<file path="src/rtl/booth_pkg.sv">
// Shared types and sizing helpers for the sequential Booth multiplier.
// Radix-4 recoding is selected by defining BOOTH_RADIX4_EN; otherwise radix-2.
package booth_pkg;

  typedef enum logic [1:0] {
    ST_IDLE = 2'd0,
    ST_CALC = 2'd1,
    ST_DONE = 2'd2
  } booth_state_e;

  typedef enum logic [2:0] {
    OP_NOP  = 3'd0,
    OP_ADD1 = 3'd1,
    OP_SUB1 = 3'd2,
    OP_ADD2 = 3'd3,
    OP_SUB2 = 3'd4
  } booth_op_e;

`ifdef BOOTH_RADIX4_EN
  localparam bit BOOTH_RADIX4 = 1'b1;
`else
  localparam bit BOOTH_RADIX4 = 1'b0;
`endif

  localparam int BOOTH_SHIFT = BOOTH_RADIX4 ? 2 : 1;

  // Number of recoding steps (CALC cycles) for a given multiplier width.
  function automatic int booth_num_steps(input int width_q, input bit radix4);
    if (radix4) begin
      return (width_q + 1) / 2;
    end else begin
      return width_q;
    end
  endfunction

  // Radix-4 walks two bits per step, so the multiplier register is padded to an even width.
  function automatic int booth_qr_width(input int width_q, input bit radix4);
    if (radix4) begin
      return width_q + (width_q % 2);
    end else begin
      return width_q;
    end
  endfunction

  // Guard bits: one covers -M of the most-negative multiplicand, two cover +/-2M.
  function automatic int booth_ac_width(input int width_m, input bit radix4);
    if (radix4) begin
      return width_m + 2;
    end else begin
      return width_m + 1;
    end
  endfunction

endpackage

</file>
<file path="src/rtl/booth_step.sv">
// One combinational Booth recoding step: decode, add/subtract, arithmetic shift.
// Decodes {QR[1:0],Q-1} when BOOTH_RADIX4_EN is defined, else {QR[0],Q-1}.
module booth_step
  import booth_pkg::*;
#(
  parameter int WIDTH_M = 8,
  parameter int WIDTH_Q = 8,
  localparam int ACW = booth_ac_width(WIDTH_M, BOOTH_RADIX4),
  localparam int QW  = booth_qr_width(WIDTH_Q, BOOTH_RADIX4)
) (
  input  logic signed [ACW-1:0] ac_i,
  input  logic        [QW-1:0]  qr_i,
  input  logic                  qm1_i,
  input  logic signed [ACW-1:0] m_i,
  output logic signed [ACW-1:0] ac_o,
  output logic        [QW-1:0]  qr_o,
  output logic                  qm1_o
);

  booth_op_e               op_s;
  logic signed [ACW-1:0]   m2_s;
  logic signed [ACW-1:0]   sum_s;
  logic signed [ACW+QW:0]  cat_s;
  logic signed [ACW+QW:0]  shf_s;

  assign m2_s = {m_i[ACW-2:0], 1'b0};

  // Recode the inspected multiplier bits into an operation.
  always_comb begin
    op_s = OP_NOP;
`ifdef BOOTH_RADIX4_EN
    case ({qr_i[1:0], qm1_i})
      3'b001, 3'b010: op_s = OP_ADD1;
      3'b011:         op_s = OP_ADD2;
      3'b100:         op_s = OP_SUB2;
      3'b101, 3'b110: op_s = OP_SUB1;
      default:        op_s = OP_NOP;
    endcase
`else
    case ({qr_i[0], qm1_i})
      2'b01:   op_s = OP_ADD1;
      2'b10:   op_s = OP_SUB1;
      default: op_s = OP_NOP;
    endcase
`endif
  end

  // Apply the recoded operation to the accumulator, then shift {AC,QR,Q-1} arithmetically.
  always_comb begin
    sum_s = ac_i;
    case (op_s)
      OP_ADD1: sum_s = ac_i + m_i;
      OP_SUB1: sum_s = ac_i - m_i;
      OP_ADD2: sum_s = ac_i + m2_s;
      OP_SUB2: sum_s = ac_i - m2_s;
      default: sum_s = ac_i;
    endcase
    cat_s = {sum_s, qr_i, qm1_i};
    shf_s = cat_s >>> BOOTH_SHIFT;
  end

  assign ac_o  = shf_s[ACW+QW:QW+1];
  assign qr_o  = shf_s[QW:1];
  assign qm1_o = shf_s[0];

endmodule

</file>
<file path="src/rtl/booth_seq_multiplier.sv">
// Sequential signed Booth multiplier with start/busy/done handshake.
// Define BOOTH_RADIX4_EN for radix-4 recoding (fewer CALC cycles, same product).
module booth_seq_multiplier
  import booth_pkg::*;
#(
  parameter int WIDTH_M = 8,
  parameter int WIDTH_Q = 8
) (
  input  logic                       clk,
  input  logic                       rst,
  input  logic                       start,
  input  logic [WIDTH_M-1:0]         multiplicand,
  input  logic [WIDTH_Q-1:0]         multiplier,
  output logic                       busy,
  output logic                       done,
  output logic [WIDTH_M+WIDTH_Q-1:0] product
);

  localparam int ACW = booth_ac_width(WIDTH_M, BOOTH_RADIX4);
  localparam int QW  = booth_qr_width(WIDTH_Q, BOOTH_RADIX4);
  localparam int N   = booth_num_steps(WIDTH_Q, BOOTH_RADIX4);
  localparam int CW  = $clog2(N + 1);
  localparam int PW  = WIDTH_M + WIDTH_Q;

  booth_state_e          state_q, state_d;
  logic signed [ACW-1:0] ac_q, ac_d;
  logic        [QW-1:0]  qr_q, qr_d;
  logic                  qm1_q, qm1_d;
  logic signed [ACW-1:0] m_q, m_d;
  logic        [CW-1:0]  count_q, count_d;
  logic        [PW-1:0]  product_q, product_d;
  logic                  busy_q, done_q;

  logic signed [ACW-1:0] ac_step_s;
  logic        [QW-1:0]  qr_step_s;
  logic                  qm1_step_s;
  logic     [ACW+QW-1:0] prod_full_s;

  booth_step #(
    .WIDTH_M (WIDTH_M),
    .WIDTH_Q (WIDTH_Q)
  ) u_step (
    .ac_i  (ac_q),
    .qr_i  (qr_q),
    .qm1_i (qm1_q),
    .m_i   (m_q),
    .ac_o  (ac_step_s),
    .qr_o  (qr_step_s),
    .qm1_o (qm1_step_s)
  );

  assign prod_full_s = {ac_step_s, qr_step_s};

  // FSM and datapath next-state; product only changes on the last CALC step.
  always_comb begin
    state_d   = state_q;
    ac_d      = ac_q;
    qr_d      = qr_q;
    qm1_d     = qm1_q;
    m_d       = m_q;
    count_d   = count_q;
    product_d = product_q;
    case (state_q)
      ST_IDLE: begin
        if (start) begin
          state_d = ST_CALC;
          ac_d    = {ACW{1'b0}};
          qr_d    = QW'($signed(multiplier));
          qm1_d   = 1'b0;
          m_d     = ACW'($signed(multiplicand));
          count_d = CW'(N);
        end else begin
          state_d = ST_IDLE;
        end
      end
      ST_CALC: begin
        ac_d    = ac_step_s;
        qr_d    = qr_step_s;
        qm1_d   = qm1_step_s;
        count_d = count_q - {{(CW-1){1'b0}}, 1'b1};
        if (count_q == {{(CW-1){1'b0}}, 1'b1}) begin
          state_d   = ST_DONE;
          product_d = prod_full_s[PW-1:0];
        end else begin
          state_d = ST_CALC;
        end
      end
      ST_DONE: state_d = ST_IDLE;
      default: state_d = ST_IDLE;
    endcase
  end

  // State, datapath and output registers with synchronous reset.
  always_ff @(posedge clk) begin
    if (rst) begin
      state_q   <= ST_IDLE;
      ac_q      <= {ACW{1'b0}};
      qr_q      <= {QW{1'b0}};
      qm1_q     <= 1'b0;
      m_q       <= {ACW{1'b0}};
      count_q   <= {CW{1'b0}};
      product_q <= {PW{1'b0}};
      busy_q    <= 1'b0;
      done_q    <= 1'b0;
    end else begin
      state_q   <= state_d;
      ac_q      <= ac_d;
      qr_q      <= qr_d;
      qm1_q     <= qm1_d;
      m_q       <= m_d;
      count_q   <= count_d;
      product_q <= product_d;
      busy_q    <= (state_d != ST_IDLE);
      done_q    <= (state_d == ST_DONE);
    end
  end

  assign busy    = busy_q;
  assign done    = done_q;
  assign product = product_q;

endmodule
</file>
<file path="config.mk">
export PLATFORM = sky130hd
export DESIGN_NAME = booth_seq_multiplier
export DESIGN_NICKNAME = d
export VERILOG_FILES = /design/src/rtl/booth_pkg.sv /design/src/rtl/booth_step.sv /design/src/rtl/booth_seq_multiplier.sv
export SDC_FILE = /design/constraint.sdc
export NUM_CORES = 1
export LEC_CHECK = 0
export BUFFER_PORTS_ARGS = -buffer_cell sky130_fd_sc_hd__buf_2
export CORE_UTILIZATION = 52
export DETAILED_ROUTE_END_ITERATION = 8
export PLACE_DENSITY_LB_ADDON = 0.1
export REMOVE_ABC_BUFFERS = 1
export SYNTH_ARGS = -nofsm -noshare
export SYNTH_HDL_FRONTEND = slang
export SYNTH_SLANG_ARGS = --single-unit
export TNS_END_PERCENT = 30
</file>
<file path="constraint.sdc">
create_clock -name clk -period 2.5 [get_ports clk]
set_clock_uncertainty 0.05 [all_clocks]
set_input_delay 0.25 -clock clk [delete_from_list [all_inputs] [get_ports clk]]
set_output_delay 0.25 -clock clk [all_outputs]
set_load 0.02 [all_outputs]
</file>
==> metrics.md, run 1 <==
| Metric | Value |
|---|---|
| Psw | `0.000724 W` |
| Failing checks | `DRC` |
| PwrDens | `600 nW/um^2` |
| R2r setup slk | `0.06 ns` |
| Global-route wire length before repair | `12500 um` |
| Syn Area/Cell | `8.00 um^2` |
| H-tree depth | `2` |
| Final Core Density | `0.654` |
| Setup crit end kind | `register` |
| Share of layout cells above drive strength 1 | `0.239` |
| Num CTS Buffers | `5` |
| Starting utilization of the core area | `0.540` |
| Post-Synthesis Cells | `369` |
| Worst-Skew Late Latency | `~0.31 ns` |
| Unique masters post-synth | `59` |
| Tot GR Track Use | `0.264` |
| Synth top area share | `0.332` |
| Met1 global-route usage | `0.347` |
| Sw Ratio | `0.337` |
| Final hold slack | `0.115 ns` |
| Max VDD drop | `0.480 mV` |
| # port buffers | `36` |
| WS Path Type | `register to register` |
| Slew Limit Fails | `0` |
| FF-to-FF Start | `m_q[1]` |
| Synth Cell Area | `2950 um^2` |
| Final setup vio count | `0` |
| WL final | `a little under 8000 um` |
| Critical Path Max Stage Delay | `approximately 0.47 ns` |
| Starting DRT DRC Count | `121` |
| Setup crit start kind | `register` |
| Post-DR wirelength/cell | `15.3 um` |
| RePlAce Congestion | `~0.89` |
| Critical path endpoint | `product[13]` |
| CP max-delay cell | `or4_1` |
| Total power | `0.00215 W` |
| Die width | `around 77 um` |
| Vias | `2904` |
| Vias in the first global route | `2672` |
| Outcome | `finished, violations left` |
| Max Fclk | `0.410 GHz` |
| Nets | `approximately 470` |
| Die ar. | `approximately 6000 um^2` |
| Initial antenna violation count | `0` |
| Clock Power Share | `0.251` |
| Leak pwr | `1.49 nW` |
| Hold wc startpoint | `multiplicand[3]` |
| YS warnings | `0` |
| Vias per cell | `5.77` |
| Leading area contributor after synthesis | `dfxtp_1` |
| Met2 usage | `0.441` |
| Setup ws final | `0.0628 ns` |
| Area growth, synth to finish | `21.2%` |
| Int Power | `0.00142 W` |
| CTS tree | `built` |
| Reg-to-reg endpoint | `product[13]` |
| Max-cap viol count | `0` |
| # IOs | `37` |
| Synthesized flop and latch total | `49` |
| CP most frequent cell | `mux2i_1` |
| Post-DP HPWL | `5740 um` |
| Combinational group share of total power | `0.344` |
| Maximum clock path buffer count | `2` |
| Post-Place Worst Slack | `-0.0626 ns` |
| Largest net degree at the start of global routing | `27` |
| Reg2Reg Depth | `9` |
| Area contributors post-synth | `dfxtp_1 (33%), ha_1 (8.9%), nand2_1 (6.2%)` |
| Hold_buf cts | `0` |
| Drt pass-1 iters | `6` |
| Arrival @ worst endpoint | `about 2.6 ns` |
| Critical Path RT | `2.63 ns` |
| Final Cycle Share | `0.975` |
| Reg clk slew, reported paths | `0.10 ns` |
| Met3 Usage GRT | `0.0506` |
| Sequential fraction of the synthesis area | `0.332` |
| Row count | `27` |
| Sequential Power Share | `0.405` |
| RSZ-0062 raised after global routing | `true` |
| Num Clock Sinks | `49` |
| GRT Max-Usage Layer | `met2` |
| Die height | `a little under 80 um` |
| Hold crit path type | `input port to register` |
| Slew @ Worst Pin | `between 0.5 and 0.6 ns` |
| Peak fanout along the critical path | `3` |
| Grt total ovfl | `0` |
| Crit-path cells | `inv_1, ha_2, mux2i_1, fa_2, a211oi_4, o21bai_2, a21oi_4, mux2i_1, or4_1` |
| Routed Antenna Nets | `0` |
| Number of enable flip-flop cells after synthesis | `0` |
| Final min period | `2.44 ns` |
| Ys flop type | `dfxtp_1` |
| DRC viols | `2` |
| Antenna Cells | `0` |
| Ys async rst share | `0` |
| Slew headroom | `0.608` |
| CP startpoint | `m_q[1]` |
| Clk root buf | `clkbuf_8` |
| Final hold violations | `0` |
| Area of the core | `5470 um^2` |
-- Yosys cell counts (2+ instances only) --
cell type and number:
xor2_1 8, o211ai_1 2, and3_1 3, o21bai_1 3, a221oi_1 8, a22oi_1 4
o21a_1 2, nor3_1 12, mux2i_1 2, a32oi_1 2, xnor2_1 6, or3_1 2
a21o_1 2, dfxtp_1 49, a21oi_1 36, a311oi_1 3, fa_1 2, nor2_1 30
nor2b_1 4, clkinv_1 2, ha_1 21, o21ai_0 12, o31ai_1 2, nor4_1 2
inv_1 19, clkbuf_1 11, a211oi_1 11, a31oi_1 3, buf_2 2, o22ai_1 8
buf_1 3, nand2_1 49, a32o_1 2, nand2b_1 7, o21ai_1 5, nand3_1 6
a2111oi_0 2
-- final cells by class --
| class | count | area (um^2) |
|---|---|---|
| tap | 72 | 90.1 |
| fill | 487 | 1890 |
| clock buffer | 7 | 96.3 |
| clock inverter | 1 | 8.76 |
| inverter | 21 | 78.8 |
| timing repair buffer | 70 | 435 |
| sequential | 49 | 985 |
| multi-input combinational | 283 | 1890 |
-- per-layer routing --
metal / routed length, um / vias up
met2: 3620 / 71
met5: 0 / -
met1: 3670 / 1365
li1: - / 1456
met4: 116 / 0
met3: 291 / 12
-- power by group through the flow --
| stage | Sequential [W] | Clock [W] | Combinational (W) |
|---|---|---|---|
| 6_report | 0.000870 | 0.000539 | 0.000740 |
| 5_1_grt | 0.000877 | 0.000569 | 0.000813 |
| 4_1_cts | 0.000868 | 0.000541 | 0.000695 |
| 3_5_place_dp | 0.000887 | 0 | 0.000681 |
| 3_3_place_gp | 0.000885 | 0 | 0.000669 |
| 2_1_floorplan | 0.000885 | 0 | 0.000444 |
-- timing repair --
item / CTS / global route
gates resized for setup: 5 / 16
buffers inserted: 1 / 1
pin swaps: 4 / 10
setup endpoints to repair: 5 / 10
cloned: 0 / 0
-- through the flow --
step,area [um^2],TNS [ns],instances
floorplan,2890,-0.139,353
global placement,3400,0,493
detailed placement,3400,-0.0753,493
CTS,3530,-0.00306,502
global route,3580,-0.0916,503
finish,3580,0,503
-- logic make-up (layout without fill, tap and decap cells) --
kind of cell | count (synthesis) | count (layout) | share of synthesized area
simple gates | 128 | 128 | 0.203
compound gates | 116 | 116 | 0.266
flops | 49 | 49 | 0.332
buf+inv | 37 | 99 | 0.0479
fa+ha+maj | 23 | 23 | 0.103
xor+xnor | 14 | 14 | 0.0415
mux | 2 | 2 | 0.00678
-- critical path, delay by kind of cell (launching register included) --
family / cells / cell delay [ns]
simple gates: 1 / 0.47
flops: 1 / 0.35
fa+ha+maj: 2 / 0.69
buf+inv: 1 / 0.04
compound gates: 3 / 0.52
mux: 2 / 0.19
-- worst min path at each step --
| stage | endpoint | depth (start not counted) |
|---|---|---|
| after CTS | m_q[3] | 3 |
| after detailed placement | product[4] | 2 |
| after global placement | product[8] | 2 |
| after floorplan | m_q[0] | 1 |
| after global routing | m_q[6] | 3 |
| final | m_q[3] | 3 |
-- flip-flops by register name (all words and copies together), names as in the netlist --
signal and flops:
qm1_q 1, state_q 2, count_q 4, qr_q 8
busy 1, product 16, ac_q 8, done 1
m_q 8
-- layout by cell type, fill, tap and decap left out, drive strengths merged, types with 3 or more instances in the layout --
master	synthesis	layout
a211oi	12	12
a21oi	37	37
a221oi	8	8
a22oi	4	4
a311oi	3	3
a31oi	3	3
and3	3	3
buf	5	70
clkbuf	11	7
dfxtp	49	49
ha	21	21
inv	19	20
nand2	49	49
nand2b	7	7
nand3	6	6
nor2	30	30
nor2b	4	4
nor3	12	12
o21ai	17	17
o21bai	4	4
o22ai	8	8
xnor2	6	6
xor2	8	8
(Power assumes the default switching activity.)
==> inputs of run 2 (changes only) <==
Settings changed: ABC_AREA set to 1.
==> run 2 against run 1 <==
The run now ends clean. Clock power fell by 4.5%. Worst hold slack improved by 0.0087 ns. Global-route usage fell by 2.5 points. Cell area fell by 1.0%. Register-to-register slack barely moved. Sequential cell count did not move. Die area fell by 0.95%. Critical path depth rose by 12. Routed wire length fell by 11%. Clock-buffer cell count fell by 2. Critical path type unchanged.
==> metrics.md, run 2 <==
| Metric | Value |
|---|---|
| Outcome | `finished, final reports clean` |
| Area growth, synth to finish | `21.1%` |
| WL final | `between 6000 and 7000 um` |
| Max VDD drop | `0.359 mV` |
| Post-DR wirelength/cell | `13.3 um` |
| Ys async rst share | `0` |
| Total power | `roughly 0.0021 W` |
| Synth Cell Area | `2920 um^2` |
| Starting utilization of the core area | `0.555` |
| Global-route wire length before repair | `roughly 11000 um` |
| # port buffers | `36` |
| Unique masters post-synth | `47` |
| Share of layout cells above drive strength 1 | `0.289` |
| Grt total ovfl | `0` |
| DRC viols | `0` |
| Die width | `77.0 um` |
| Num Clock Sinks | `49` |
| Final Cycle Share | `0.980` |
| CP max-delay cell | `dfxtp_4` |
| Hold_buf cts | `0` |
| Synthesized flop and latch total | `49` |
| Final hold violations | `0` |
| RSZ-0062 raised after global routing | `true` |
| Final Core Density | `0.672` |
| Sequential Power Share | `0.414` |
| Sw Ratio | `0.359` |
| Worst min-delay path endpoint | `m_q[3]` |
| Worst path buffer plus inverter count | `5` |
| YS warnings | `0` |
| Setup crit end kind | `register` |
| Drt pass-1 iters | `4` |
| Syn Area/Cell | `7.42 um^2` |
| H-tree depth | `2` |
| Hold Crit Depth | `3` |
| Met2 usage | `0.393` |
| Num CTS Buffers | `5` |
| RePlAce Congestion | `0.866` |
| Clock Power Share | `0.247` |
| Ys flop type | `dfxtp_1` |
| Vias in the first global route | `2461` |
| Max Fclk | `0.408 GHz` |
| Slew Limit Fails | `0` |
| Synth cell count leaders | `nand2_1 (83), dfxtp_1 (49), inv_1 (42)` |
| Post-Synthesis Cells | `394` |
| Placed Cells | `just over 500` |
| Setup ws final | `0.0499 ns` |
| Antenna Cells | `0` |
| Flip-flop count of the largest register after layout | `16` |
| Reg-to-reg endpoint | `ac_q[7]` |
| Fin cells | `516` |
| Setup crit start kind | `register` |
| Routed Antenna Nets | `0` |
| Die height | `77.0 um` |
| Slew @ Worst Pin | `between 0.7 and 0.8 ns` |
| Sequential fraction of the synthesis area | `0.335` |
| # IOs | `37` |
| Crit path max-delay family | `simple AND/OR/NAND/NOR gates` |
| Combinational group share of total power | `0.339` |
| Cell area after layout | `3540 um^2` |
| Leak pwr | `around 1.7 nW` |
| PwrDens | `588 nW/um^2` |
| Commonest cells after routing, fill and taps aside | `nand2_1 (76), dfxtp_1 (47), inv_1 (38)` |
| Critical Path Max Stage Delay | `0.38 ns` |
| CP most frequent cell | `nand2_1` |
| Critical Path RT | `2.72 ns` |
| Commonest non-fill, non-tap cell in the layout | `nand2_1` |
| Crit-path cells | `inv_4, ha_4, inv_4, nor2_4, inv_1, o21ai_1, xnor2_1, inv_1, ha_4, nand2_1, nor2_2, nand2_1, nand2_1, inv_1, nand3_2, nand2_1, nand2_1, nand2_1, nand2_2, nand2_2, a21oi_2` |
| Vias per cell | `5.26` |
| Worst-Skew Late Latency | `0.32 ns` |
| Hold crit path type | `input port to register` |
| Area contributors post-synth | `dfxtp_1 (34%), nand2_1 (11%), ha_1 (9.0%)` |
| Most common cell in the synthesized netlist | `nand2_1` |
| Clk root buf | `clkbuf_8` |
| Die ar. | `5930 um^2` |
| Initial antenna violation count | `0` |
| Number of enable flip-flop cells after synthesis | `0` |
| Peak fanout along the critical path | `5` |
| Nets | `487` |
| Met3 Usage GRT | `0.0381` |
| Max-cap viol count | `0` |
| Synth top area share | `0.335` |
| GRT Max-Usage Layer | `met2` |
| Tot GR Track Use | `0.239` |
| R2r setup slk | `0.05 ns` |
| Arrival @ worst endpoint | `2.67 ns` |
| Hold wc startpoint | `multiplicand[3]` |
| Final min period | `2.45 ns` |
| Post-Place Cell Area | `3250 um^2` |
| Post-Place Worst Slack | `-0.0304 ns` |
| Starting DRT DRC Count | `between 150 and 200` |
| Vias | `2714` |
| Post-DP HPWL | `approximately 4800 um` |
| Reg clk slew, reported paths | `0.11 ns` |
| Psw | `0.000747 W` |
| WS Path Type | `register to register` |
| Maximum clock path buffer count | `2` |
| FF-to-FF Start | `m_q[0]` |
| CTS tree | `built` |
| Row count | `26` |
| Final setup vio count | `0` |
| Reg2Reg Depth | `21` |
| Met1 global-route usage | `0.322` |
| Int Power | `0.00133 W` |
| Slew headroom | `0.495` |
| Area of the core | `5270 um^2` |
| Leading area contributor after synthesis | `dfxtp_1` |
| Largest net degree at the start of global routing | `28` |
run 2: changes by cell type after synthesis, moves of 10 or more:
cell	before	now
nand2_1	49	83
nand3_1	6	30
inv_1	19	42
o21ai_0	12	26
a211oi_1	11	1
a21oi_1	36	26
nor3_1	12	2
run 2: power groups by stage:
| stage | combinational, W | sequential, W | clock [W] |
|---|---|---|---|
| after floorplan | 0.000403 | 0.000878 | 0 |
| after global placement | 0.000584 | 0.000872 | 0 |
| after detailed placement | 0.000594 | 0.000873 | 0 |
| after CTS | 0.000604 | 0.000856 | 0.000521 |
| after global routing | 0.000790 | 0.000868 | 0.000555 |
| final | 0.000705 | 0.000861 | 0.000515 |
run 2: worst register-to-register path: stages (launching register included):
cell and delay, ns:
dfxtp_4 0.38, inv_4 0.06, ha_4 0.12, inv_4 0.03, nor2_4 0.10, inv_1 0.07, o21ai_1 0.18, xnor2_1 0.14
inv_1 0.09, ha_4 0.30, nand2_1 0.09, nor2_2 0.11, nand2_1 0.05, nand2_1 0.07, inv_1 0.05, nand3_2 0.04
nand2_1 0.04, nand2_1 0.05, nand2_1 0.05, nand2_2 0.11, nand2_2 0.06, a21oi_2 0.13
run 2: routing by layer:
metal	share of wire	vias to the layer above	wire length (um)
met5	0	-	0
met4	0.016	0	113
met3	0.039	9	270
met2	0.47	51	3260
met1	0.47	1252	3230
li1	-	1402	-
run 2: kinds of logic after synthesis:
logic type | Yosys count | synth area share
and+or+nand+nor | 168 | 0.269
AOI/OAI and AO/OA | 81 | 0.165
buffers and inverters | 61 | 0.0907
DFF | 49 | 0.335
adders and majority gates | 23 | 0.104
xor gates and xnor gates | 12 | 0.0359
run 2: timing repair:
action / CTS / global route
buffers inserted: 0 / 2
pin swaps: 0 / 13
setup endpoints to repair: 2 / 11
gates resized for setup: 3 / 41
run 2: metrics by stage:
stage	hold WS [ns]	TNS [ns]
finish	0.123	0
global placement	0.404	0
detailed placement	0.407	-0.0375
CTS	0.124	0
global route	0.144	-0.864
floorplan	0.262	0
run 2: worst max-delay path by stage:
stage,startpoint,endpoint,slack (ns),cells after the start
floorplan,m_q[1],product[14],0.14,18
detailed placement,m_q[0],product[15],-0.03,17
CTS,m_q[0],product[15],0.03,17
global placement,m_q[0],product[15],0.002,17
global route,m_q[1],ac_q[7],-0.16,21
finish,m_q[0],ac_q[7],0.05,21
run 2: cell type report:
type / count / area (um^2)
clock buffer: 5 / 68.8
clock inverter: 3 / 26.3
fill: 483 / 1730
inverter: 49 / 191
multi-input combinational: 284 / 1850
sequential: 49 / 988
tap: 70 / 87.6
timing repair buffer: 56 / 334
